## src/rtl/gba_video_pkg.sv

```systemverilog
// Shared definitions for the GBA video path: frame geometry, the capture
// state type and the BGR555 -> RGB666 colour expansion.
package gba_video_pkg;

  localparam int GBA_WIDTH  = 240;
  localparam int GBA_HEIGHT = 160;

  typedef enum logic [1:0] {
    SYNC   = 2'd0,
    ACTIVE = 2'd1,
    DONE   = 2'd2
  } cap_state_t;

  // Widen each 5-bit channel to 6 bits by replicating its MSB, so full
  // scale maps to full scale (31 -> 63) and zero stays zero.
  function automatic logic [17:0] bgr555_to_rgb666(input logic [14:0] color);
    logic [4:0] r;
    logic [4:0] g;
    logic [4:0] b;
    r = color[4:0];
    g = color[9:5];
    b = color[14:10];
    return {r, r[4], g, g[4], b, b[4]};
  endfunction

endpackage

```

## src/rtl/gba_video_capture.sv

```systemverilog
// Captures the PPU pixel stream, tags each pixel with its frame position,
// expands it to RGB666 and issues one framebuffer write per pixel through a
// two-stage pipeline. Also polices frame length, supports freezing the
// displayed picture and counts complete frames.
module gba_video_capture
  import gba_video_pkg::*;
#(
  parameter int WIDTH  = GBA_WIDTH,
  parameter int HEIGHT = GBA_HEIGHT
) (
  input  logic        clk,
  input  logic        reset,
  input  logic        frame_start,
  input  logic        ppu_valid,
  input  logic [14:0] ppu_color,
  output logic        ppu_ready,
  input  logic        freeze,
  output logic [17:0] pixel_data,
  output logic [7:0]  pixel_x,
  output logic [7:0]  pixel_y,
  output logic        pixel_we,
  output logic        frame_done,
  output logic        err_short,
  output logic        err_long,
  output logic [15:0] frame_count
);

  localparam logic [7:0] X_MAX = 8'(WIDTH - 1);
  localparam logic [7:0] Y_MAX = 8'(HEIGHT - 1);

  cap_state_t state, state_next;
  logic [7:0] x, x_next;
  logic [7:0] y, y_next;
  logic       frozen, frozen_next;

  // Position and freeze status that apply to a pixel accepted this cycle,
  // after any coincident frame_start restart has been applied.
  logic [7:0] cur_x, cur_y;
  logic       cur_frozen;
  logic       in_frame;
  logic       take;
  logic       take_last;
  logic       short_set;
  logic       long_set;
  logic       accept;

  // Stage 1 registers
  logic        s1_valid;
  logic [14:0] s1_color;
  logic [7:0]  s1_x;
  logic [7:0]  s1_y;
  logic        s1_last;
  logic        s1_frozen;

  assign accept = ppu_valid & ppu_ready;

  // Next-state logic: frame_start restarts first, then any accepted pixel
  // is placed at the (possibly restarted) position.
  always_comb begin
    state_next  = state;
    x_next      = x;
    y_next      = y;
    frozen_next = frozen;
    cur_x       = x;
    cur_y       = y;
    cur_frozen  = frozen;
    in_frame    = (state == ACTIVE);
    take        = 1'b0;
    take_last   = 1'b0;
    short_set   = 1'b0;
    long_set    = 1'b0;

    if (frame_start) begin
      if ((state == ACTIVE) && ((x != 8'd0) || (y != 8'd0))) begin
        short_set = 1'b1;
      end
      state_next  = ACTIVE;
      cur_x       = 8'd0;
      cur_y       = 8'd0;
      x_next      = 8'd0;
      y_next      = 8'd0;
      frozen_next = freeze;
      cur_frozen  = freeze;
      in_frame    = 1'b1;
    end

    if (accept) begin
      if (in_frame) begin
        take = 1'b1;
        if (cur_x == X_MAX) begin
          x_next = 8'd0;
          if (cur_y == Y_MAX) begin
            take_last  = 1'b1;
            y_next     = 8'd0;
            state_next = DONE;
          end else begin
            y_next = cur_y + 8'd1;
          end
        end else begin
          x_next = cur_x + 8'd1;
        end
      end else if (state == DONE) begin
        long_set = 1'b1;
      end
    end
  end

  // Control state, position counters, freeze latch, ready and sticky errors.
  always_ff @(posedge clk or posedge reset) begin
    if (reset) begin
      state     <= SYNC;
      x         <= 8'd0;
      y         <= 8'd0;
      frozen    <= 1'b0;
      ppu_ready <= 1'b0;
      err_short <= 1'b0;
      err_long  <= 1'b0;
    end else begin
      state     <= state_next;
      x         <= x_next;
      y         <= y_next;
      frozen    <= frozen_next;
      ppu_ready <= 1'b1;
      if (short_set) err_short <= 1'b1;
      if (long_set)  err_long  <= 1'b1;
    end
  end

  // Stage 1: capture the raw pixel with its position and freeze status.
  always_ff @(posedge clk or posedge reset) begin
    if (reset) begin
      s1_valid  <= 1'b0;
      s1_color  <= 15'd0;
      s1_x      <= 8'd0;
      s1_y      <= 8'd0;
      s1_last   <= 1'b0;
      s1_frozen <= 1'b0;
    end else begin
      s1_valid <= take;
      if (take) begin
        s1_color  <= ppu_color;
        s1_x      <= cur_x;
        s1_y      <= cur_y;
        s1_last   <= take_last;
        s1_frozen <= cur_frozen;
      end
    end
  end

  // Stage 2: expand colour and drive the write bus; frame statistics keep
  // running even when writes are suppressed by freeze.
  always_ff @(posedge clk or posedge reset) begin
    if (reset) begin
      pixel_we    <= 1'b0;
      pixel_data  <= 18'd0;
      pixel_x     <= 8'd0;
      pixel_y     <= 8'd0;
      frame_done  <= 1'b0;
      frame_count <= 16'd0;
    end else begin
      pixel_we   <= s1_valid & ~s1_frozen;
      frame_done <= s1_valid & s1_last;
      if (s1_valid & ~s1_frozen) begin
        pixel_data <= bgr555_to_rgb666(s1_color);
        pixel_x    <= s1_x;
        pixel_y    <= s1_y;
      end
      if (s1_valid & s1_last) begin
        frame_count <= frame_count + 16'd1;
      end
    end
  end

endmodule

```

## config.mk

```make
export PLATFORM = sky130hd
export DESIGN_NAME = gba_video_capture
export DESIGN_NICKNAME = d
export VERILOG_FILES = /design/src/rtl/gba_video_pkg.sv /design/src/rtl/gba_video_capture.sv
export SDC_FILE = /design/constraint.sdc
export NUM_CORES = 1
export LEC_CHECK = 0
export CAP_MARGIN = 25
export CORE_AREA = 10 10 112 94
export DETAILED_ROUTE_END_ITERATION = 10
export DIE_AREA = 0 0 122 104
export GPL_ROUTABILITY_DRIVEN = 0
export PLACE_DENSITY = 0.8
export SYNTH_ARGS = -nofsm -noshare
export SYNTH_HDL_FRONTEND = slang
export SYNTH_SLANG_ARGS = --single-unit
```

## constraint.sdc

```tcl
create_clock -name clk -period 5.8 [get_ports clk]
set_input_delay 1.16 -clock clk [delete_from_list [all_inputs] [get_ports clk]]
set_output_delay 1.16 -clock clk [all_outputs]
set_load 0.01 [all_outputs]
```

==> metrics.txt <==
root buffer cell=clkbuf_8; Crit path arrival time=3.61 ns; multi-input logic area=1660 um^2; clock sinks=105; initial antenna violation count=0; Worst Hold Class=reg2reg; crit path max fanout=28; clock latency on the worst-skew pair=0.37 ns; CTS Buf Count=9; multiplexer area fraction after synthesis=0.0866; Chip Width=122 um; total number of vias=2970; TritonRoute pass-1 iters=4; CTS tree=done; Fmax=297 MHz; drt wl/cell=15.5 um; Ports=75; Post-Synth Adder-Cell Area=0.00849; DP HPWL=6270 um; area post-placement=5240 um^2; crit-path leading delay family=simple AND/OR/NAND/NOR gates; Max Cap Viol=0; share of synthesized flip-flops with an asynchronous set or reset=1.00; fin worst setup slack=2.43 ns; die area=12700 um^2; Slowest-stage cell, CP=nor4_4; first-pass GRT wire length=15500 um; final setup fails=0; FF+latch area=2630 um^2; Crit Path Class=in2reg; status=finished clean; Yosys cell types=38; Main synth FF type=dfrtp_1; mean post-synth cell area=11.3 um^2; Slew HR=0.422; Pwr Density=274 nW/um^2; EDFF count, synth=0; H-tree levels=3; main combinational cell family by area after synthesis=simple AND/OR/NAND/NOR gates; Starting Density=0.533; complex-gate fraction of the synthesized area=0.0419; gr usage total=0.148; post-synthesis instance area=4420 um^2; CTS Buffer Depth=2; R2R Setup Slk=3.44 ns; RSZ-0062 raised after global routing=false; Final period util=0.581; fraction of layout cells with a size suffix above 1=0.148; Simple-Gate Fraction of Synth Area=0.192; fin crit period=3.37 ns; worst-margin pin slew=0.867 ns; Die Y=104 um; clk slew on worst S/H paths=0.10 ns; max-slew violations=0; Crit path depth=10; filler instances=647; Layout Skew=0.0134 ns; Core Region=8300 um^2; area grow syn2layout=22.7%; PortBufs=74; CP required=6.04 ns; vias in the first global route=3047; CP endpoint kind=flop; static leakage=2.59 nW; worst-case reg-to-reg path depth=7; drt drc=0; Synth Area in XOR/XNOR=0.0436; final wirelength=8950 um; Worst Path Buf+Inv=3; setup bufs post-CTS=0; GR Overflow Total=0; Syn Inst Count=391; Setup TNS Final=0 ns; number of cell rows=30; Largest stage delay, worst path=0.68 ns; register area share after synthesis=0.594; worst slack at placement=2.07 ns; final instance area=5430 um^2; Post-CTS Resized=0; Yosys reg bits=105; VDD IR max=0.159 mV; final hold violation count=0; Critical Path Sink=y[5]$_DFF_PP0_; vias per std cell=5.15; maximum number of pins on one net before global-route repair=74; crit-path cells=clkdlybuf4s50_1 > buf_4 > nand2b_1 > inv_1 > ha_1 > nand4b_4 > nor4_4 > nand4_1 > xor2_1 > nor3_2; Post-DRT Antenna Nets=0; diode count=0; Post-Syn Nets=414; reg2reg end=y[5]$_DFF_PP0_; DRT iter0 DRCs=281; Hold Buf Count CTS=0; Worst R2R Start=x[1]$_DFF_PP0_; nets=483; Setup crit start=frame_start; Yosys Warn Count=0; crit path launch type=input port
==> state kept, by name (all words and copies together), names as in the netlist <==
name / count
err_short: 1
s1_last: 1
pixel_x: 8
s1_frozen: 1
pixel_we: 1
ppu_ready: 1
frame_done: 1
x: 8
s1_color: 15
err_long: 1
pixel_y: 8
frozen: 1
y: 8
s1_valid: 1
pixel_data: 15
s1_y: 8
frame_count: 16
s1_x: 8
state: 2
==> cell type report <==
| type | instances | share of cell area |
|---|---|---|
| tap | 112 | 0.0258 |
| inverter | 10 | 0.00738 |
| clock buffer | 9 | 0.0228 |
| timing repair buffer | 78 | 0.142 |
| sequential | 105 | 0.484 |
| clock inverter | 7 | 0.0113 |
| multi-input combinational | 256 | 0.306 |
==> routing by layer <==
metal / GRT usage / routed length [um] / vias up
li1: - / - / 1433
met1: 0.195 / 4080 / 1472
met2: 0.230 / 4240 / 55
met3: 0.0505 / 548 / 10
met4: 0.0332 / 75 / 0
met5: 0 / 0 / -
==> power by group <==
part	leakage (nW)	switching, mW	internal [mW]
Combinational	1.10	0.101	0.140
Clock	0.0936	0.259	0.164
Sequential	1.40	0.0323	0.790
Total	2.59	0.393	1.09
==> through the flow <==
stage / util / power (mW) / hold WS (ns) / cells
finish: 0.654 / 1.49 / 0.480 / 577
global placement: 0.632 / 1.08 / 0.452 / 561
CTS: 0.654 / 1.51 / 0.485 / 577
global route: 0.654 / 1.57 / 0.504 / 577
floorplan: - / 0.954 / 0.440 / 391
detailed placement: 0.632 / 1.09 / 0.457 / 561
==> cell families (layout without fill, tap and decap cells) <==
logic type | after synthesis | after routing
compound gates | 33 | 33
xor+xnor | 22 | 22
fa+ha+maj | 3 | 3
buf+inv | 30 | 104
flops | 105 | 105
mux | 34 | 34
other cells | 1 | 1
simple gates | 163 | 163
==> worst min path at each step <==
stage               depth (start not counted)  slack [ns]                     start                        to
floorplan                                   2        0.44   s1_color[0]$_DFFE_PP0P_   s1_color[0]$_DFFE_PP0P_
global placement                            2        0.45  s1_color[10]$_DFFE_PP0P_  s1_color[10]$_DFFE_PP0P_
detailed placement                          1        0.46     err_short$_DFFE_PP0P_     err_short$_DFFE_PP0P_
CTS                                         1        0.48     err_short$_DFFE_PP0P_     err_short$_DFFE_PP0P_
global route                                2        0.50   s1_color[5]$_DFFE_PP0P_   s1_color[5]$_DFFE_PP0P_
finish                                      1        0.48     err_short$_DFFE_PP0P_     err_short$_DFFE_PP0P_
==> cells in the final DEF (no fill, tap or decap), types with 2 or more instances in the layout <==
cell type,synthesis,layout
nor2b_1,6,5
clkinv_4,0,2
a21oi_1,8,8
ha_1,3,3
buf_4,4,4
nand4b_4,2,2
a31o_2,2,2
nor4_1,4,4
clkbuf_8,0,9
xnor2_1,12,12
inv_8,0,2
mux2_2,34,34
o31ai_1,2,2
inv_1,10,9
o21ai_0,18,18
nand2_1,85,85
nor2_1,18,18
xor2_1,10,10
nand4_1,6,6
dfrtp_1,105,105
nand3_1,5,5
a21o_1,2,2
or3_4,2,2
nand2b_1,14,14
nor3_1,4,4
clkdlybuf4s50_1,0,74
nor3_2,4,4
and3_1,6,6
==> cells in the mapped netlist (8+ instances only) <==
cell,count,area [um^2]
dfrtp_1,105,2630
nand2_1,85,319
mux2_2,34,383
nor2_1,18,67.6
o21ai_0,18,90.1
nand2b_1,14,87.6
xnor2_1,12,105
inv_1,10,37.5
xor2_1,10,87.6
a21oi_1,8,40.0
Power figures use the tool's default switching activity.
